### src/rtl/vram_arbiter.sv
// Single-port VRAM arbiter: display reads take absolute priority, pixel writes use idle slots.
// Optional full-screen clear engine enabled by defining VRAM_CLEAR_EN.
module vram_arbiter #(
  parameter int unsigned       ADDR_W      = 16,
  parameter int unsigned       DATA_W      = 12,
  parameter logic [DATA_W-1:0] CLEAR_COLOR = '0
) (
  input  logic              CLK100MHZ,
  input  logic              reset,
  input  logic              disp_req,
  input  logic [ADDR_W-1:0] disp_addr,
  output logic [DATA_W-1:0] disp_rgb,
  output logic              disp_valid,
  input  logic              wr_req,
  input  logic [ADDR_W-1:0] wr_addr,
  input  logic [DATA_W-1:0] wr_data,
  output logic              wr_ack,
  input  logic              clear_start,
  output logic              clear_busy,
  output logic              ram_en,
  output logic              ram_we,
  output logic [ADDR_W-1:0] ram_addr,
  output logic [DATA_W-1:0] ram_wdata,
  input  logic [DATA_W-1:0] ram_rdata
);

  typedef enum logic [1:0] {
    S_IDLE  = 2'd0,
    S_ACK   = 2'd1
`ifdef VRAM_CLEAR_EN
    ,S_CLEAR = 2'd2
`endif
  } state_t;

  state_t              r_state;
  logic                r_rd_pend;
  logic                r_disp_valid;
  logic [DATA_W-1:0]   r_disp_rgb;
  logic                r_wr_ack;
  logic                w_wr_gnt;
  logic                w_clr_go;
  logic                w_clr_wr;

`ifdef VRAM_CLEAR_EN
  logic [ADDR_W-1:0]   r_clr_addr;
  logic                r_clear_busy;

  assign w_clr_go   = (r_state == S_IDLE) && clear_start;
  assign w_clr_wr   = (r_state == S_CLEAR) && !disp_req;
  assign clear_busy = r_clear_busy;
`else
  logic                w_unused;

  assign w_clr_go   = 1'b0;
  assign w_clr_wr   = 1'b0;
  assign clear_busy = 1'b0;
  assign w_unused   = ^{clear_start, CLEAR_COLOR};
`endif

  // A CPU write is only granted from IDLE, so a held request is never committed twice.
  assign w_wr_gnt = (r_state == S_IDLE) && wr_req && !disp_req && !w_clr_go;

  assign disp_rgb   = r_disp_rgb;
  assign disp_valid = r_disp_valid;
  assign wr_ack     = r_wr_ack;

  // Per-cycle grant: display read > clear write > CPU write.
  always_comb begin
    ram_en    = 1'b0;
    ram_we    = 1'b0;
    ram_addr  = '0;
    ram_wdata = '0;
    if (!reset) begin
      if (disp_req) begin
        ram_en   = 1'b1;
        ram_addr = disp_addr;
      end
`ifdef VRAM_CLEAR_EN
      else if (w_clr_wr) begin
        ram_en    = 1'b1;
        ram_we    = 1'b1;
        ram_addr  = r_clr_addr;
        ram_wdata = CLEAR_COLOR;
      end
`endif
      else if (w_wr_gnt) begin
        ram_en    = 1'b1;
        ram_we    = 1'b1;
        ram_addr  = wr_addr;
        ram_wdata = wr_data;
      end
    end
  end

  always_ff @(posedge CLK100MHZ or posedge reset) begin
    if (reset) begin
      r_state      <= S_IDLE;
      r_rd_pend    <= 1'b0;
      r_disp_valid <= 1'b0;
      r_disp_rgb   <= '0;
      r_wr_ack     <= 1'b0;
`ifdef VRAM_CLEAR_EN
      r_clr_addr   <= '0;
      r_clear_busy <= 1'b0;
`endif
    end else begin
      // Read data arrives the cycle after the read edge; capture it one edge later.
      r_rd_pend    <= disp_req;
      r_disp_valid <= r_rd_pend;
      if (r_rd_pend) begin
        r_disp_rgb <= ram_rdata;
      end
      r_wr_ack <= 1'b0;
      case (r_state)
        S_IDLE: begin
          if (w_clr_go) begin
`ifdef VRAM_CLEAR_EN
            r_state      <= S_CLEAR;
            r_clear_busy <= 1'b1;
            r_clr_addr   <= '0;
`endif
          end else if (w_wr_gnt) begin
            r_state  <= S_ACK;
            r_wr_ack <= 1'b1;
          end
        end
        S_ACK: begin
          r_state <= S_IDLE;
        end
`ifdef VRAM_CLEAR_EN
        S_CLEAR: begin
          if (w_clr_wr) begin
            r_clr_addr <= r_clr_addr + ADDR_W'(1);
            if (&r_clr_addr) begin
              r_state      <= S_IDLE;
              r_clear_busy <= 1'b0;
            end
          end
        end
`endif
        default: begin
          r_state <= S_IDLE;
        end
      endcase
    end
  end

endmodule

### config.mk
export PLATFORM = sky130hd
export DESIGN_NAME = vram_arbiter
export DESIGN_NICKNAME = d
export VERILOG_FILES = /design/src/rtl/vram_arbiter.sv
export SDC_FILE = /design/constraint.sdc
export NUM_CORES = 1
export LEC_CHECK = 0
export CORE_MARGIN = 3
export CORE_UTILIZATION = 31
export DETAILED_ROUTE_END_ITERATION = 16
export GPL_TIMING_DRIVEN = 0
export PLACE_DENSITY_LB_ADDON = 0.08
export REMOVE_ABC_BUFFERS = 1
export SYNTH_ARGS = -nofsm -noshare
export SYNTH_HDL_FRONTEND = slang
export SYNTH_SLANG_ARGS = --single-unit
### constraint.sdc
create_clock -name CLK100MHZ -period 4.12 [get_ports CLK100MHZ]
set_clock_uncertainty 0.05 [all_clocks]
set_input_delay 0.824 -clock CLK100MHZ [delete_from_list [all_inputs] [get_ports CLK100MHZ]]
set_output_delay 0.824 -clock CLK100MHZ [all_outputs]
set_load 0.1 [all_outputs]
==> results.md <==
Floorplanning:
- The floorplan step defined a core boundary enclosing 3150 sq um.
- The floorplan step set the die height to 64.2 um.
- From left edge to right edge, the die measures 64.2 um.
- Row generation in the floorplan step produced 20 rows.
- The starting utilization of the core area is 33.3%.
- 106 I/O pins were placed.
- The full die area is 4120 sq um.

Final layout:
- The final net count is 265.
- The top cell types in the final layout, fill and taps aside, are sky130_fd_sc_hd__clkdlybuf4s50_1, sky130_fd_sc_hd__dlygate4sd2_1, sky130_fd_sc_hd__a21oi_1.
- The number of fill cells is 281.
- The number of antenna diodes in the final layout is 0.
- The fraction of final layout cells with drive strength greater than 1 is 14.8%.
- Leaving out fill and tap cells, the most frequent cell in the layout is sky130_fd_sc_hd__clkdlybuf4s50_1.
- The final design instance area without fill is 2090 sq um.
- The area added between synthesis and finish is 99.5%.
- Cells fill 66.4% of the core in the end.

Yosys:
- The synthesized area per cell is 9.81 sq um.
- The share of the Yosys chip area taken by registers is 38.1%.
- The post-synthesis cell type count is 16.
- The warning count from the yosys run is 0.
- The number of standard cells after synthesis is 107.
- The synthesized cell area is 1050 sq um.
- After synthesis the netlist holds a flip-flop and latch count of 16.

STA:
- The count of final max-slew check failures is 0.
- For the final routed database, the setup TNS stands at 0 ps.
- Setup repair after global routing left no endpoint under its margin.
- The minimum period implied by the final worst setup slack is 3910 ps.
- Of the available clock period, the critical path in the final layout requires 94.8%.
- The setup slack after layout is 214 ps.
- The number of hold violations in the final report came to 0.
- Setup violations remaining at the end of the flow were counted as 0.
- The worst slew margin relative to its limit is 27.0%.
- For this run, the top clock speed supported by timing is 256 MHz.
- On the final layout, the worst hold slack is 463 ps.
- The slew of the pin with the lowest slew margin is 1090 ps.

GRT:
- The number of global-route vias before repair was 1194.
- The pin count of the biggest net entering global routing is 38.
- The first global-routing pass estimated 5.54 mm of wire.
- Across every metal layer, demand over resource in global routing totals 16.8%.
- The initial antenna violation count came to 0.
- The remaining global-route overflow is 0.

Clock network:
- The cell chosen for the clock root is sky130_fd_sc_hd__clkbuf_4.
- The clock transition at the registers of the reported paths is 90 ps.
- The H-tree depth is 1.
- The maximum root-to-sink buffer count is 2.
- The clock latency reported for the late side of the worst-skew pair is 280 ps.
- The count of hold buffers inserted by post-cts repair is 0.
- TritonCTS built the clock tree.
- The clock sink total is 16.
- The number of clock buffers inserted by TritonCTS is 3.

Power and ir drop:
- Summed over all cells, the static leakage comes to 0.870 nW.
- Cell internal power was estimated by the tool at 0.330 mW.
- For this design the ratio of total power to cell area is 297 nW/um^2.
- The maximum vdd ir drop is 124 uV.
- The share of total power dissipated in sequential elements is 29.2%.
- Of the total power, the clock network draws 16.0%.
- The switching component of the power is 0.292 mW.
- Of the total power, the share spent switching nets is 46.9%.
- The proportion of power drawn by combinational gates is 54.9%.

Routing:
- Dividing the detail-routed via count by the number of cells gives 4.65.
- The initial DRC count is 27.
- In this run the remaining antenna-violating nets after routing total 0.
- Wires add up to 3.46 mm.
- After detailed routing, the average wire length per cell comes to 14.0 um.
- After detailed routing, the number of remaining DRC violations is 0.
- The routed via count is 1149.
- The number of iterations in the first detailed-routing pass is 4.

Place:
- The congestion estimate from routability-driven global placement came to 0.702.
- Port buffering added 103 buffers.
- In this run the cell area measured after placement is 2070 sq um.
- At the placement stage, the worst setup path has a slack of -664 ps.
- The half-perimeter wire length after detailed placement is 2.78 mm.

Critical path:
- The worst register-to-register path begins at r_rd_pend$_DFF_PP0_.
- At the worst endpoint, the arrival time is 3030 ps.
- The critical path starts at wr_req.
- For the worst setup path, the data required time is 3250 ps.
- The critical path endpoint category is an output port.
- In this run the worst path has a maximum fanout of 18.
- The critical path launch point type is an input pin.
- By startpoint and endpoint, the worst setup path is classified as in -> out.

Outcome:
- The flow ran to the end, and the final reports show no timing, DRC or antenna violations.

Min path:
- The startpoint of the tightest hold check path is disp_rgb[4]$_DFFE_PP0P_.
- The worst hold path belongs to the class reg -> reg.

Run:
- Max-cap violations in this run came to 0.
## metal layers
metal | GRT usage [%] | wire length, um | vias up
li1 | - | - | 564
met1 | 18.6 | 1250 | 525
met2 | 30.1 | 1820 | 58
met3 | 6.85 | 366 | 2
met4 | 3.17 | 19 | 0
met5 | 0 | 0 | -
## kinds of logic (layout without fill, tap and decap cells)
| kind of cell | count (synthesis) | count (layout) | synth area share (%) |
|---|---|---|---|
| multiplexers | 12 | 12 | 12.9 |
| buffers and inverters | 13 | 109 | 6.91 |
| AO/OA/AOI/OAI | 17 | 17 | 8.10 |
| flip-flops | 16 | 16 | 38.1 |
| AND/OR/NAND/NOR | 48 | 48 | 33.6 |
| other | 1 | 1 | 0.357 |
## power by group through the flow
stage	sequential, mW	combinational (mW)	clock (mW)
detailed placement	0.185	0.351	0
global route	0.184	0.354	0.113
global placement	0.184	0.348	0
finish	0.181	0.341	0.0994
CTS	0.182	0.344	0.104
floorplan	0.278	0.133	0
## stage by stage
stage | power (mW) | cells
floorplan | 0.411 | 96
global placement | 0.532 | 243
detailed placement | 0.537 | 243
CTS | 0.629 | 247
global route | 0.651 | 247
finish | 0.622 | 247
## critical path: stages
cell and delay [ps]:
sky130_fd_sc_hd__clkdlybuf4s50_1 880, sky130_fd_sc_hd__nor4b_4 550, sky130_fd_sc_hd__and2_1 210, sky130_fd_sc_hd__clkdlybuf4s15_2 560
## registers in the layout, summed over array words and instances, names as in the netlist
register,cells
disp_valid,1
r_rd_pend,1
disp_rgb,12
r_state,1
wr_ack,1
## worst paths after layout
check	depth (start not counted)	endpoint	slack [ps]
worst max-delay path	4	ram_wdata[2]	210
worst min-delay path	1	disp_rgb[4]$_DFFE_PP0P_	460
worst max register to register	1	disp_rgb[1]$_DFFE_PP0P_	2890
worst min register to register	1	disp_rgb[4]$_DFFE_PP0P_	460
max in group asynchronous	2	disp_valid$_DFF_PP0_	2180
min in group asynchronous	2	disp_rgb[5]$_DFFE_PP0P_	1450
## layout make-up
type / count / area, sq um / share of cell area, %
Timing Repair Buffer: 103 / 1020 / 48.6
Multi-Input combinational cell: 78 / 577 / 27.5
Sequential cell: 16 / 400 / 19.1
Tap cell: 44 / 55.1 / 2.63
Clock buffer: 4 / 36.3 / 1.73
Inverter: 2 / 7.51 / 0.358
## cell usage after synthesis, drive strengths merged
| cell | number | area share (%) |
|---|---|---|
| clkbuf | 4 | 1.5 |
| a21oi | 17 | 8.1 |
| nor2 | 2 | 0.72 |
| and2 | 12 | 7.2 |
| nor4b | 1 | 2.3 |
| inv | 2 | 0.72 |
| nand4bb | 16 | 17 |
| buf | 7 | 4.6 |
| mux2 | 12 | 13 |
| dfrtp | 16 | 38 |
| nand2 | 16 | 5.7 |
| nand2b | 1 | 0.60 |
| conb | 1 | 0.36 |
## timing repair
action	in CTS	in global routing
gates resized for setup	55	2
endpoints found under the hold margin	0	0
setup buffers	0	0
endpoints found under the setup margin	30	1
No activity file was read; power rests on OpenSTA's default activity.
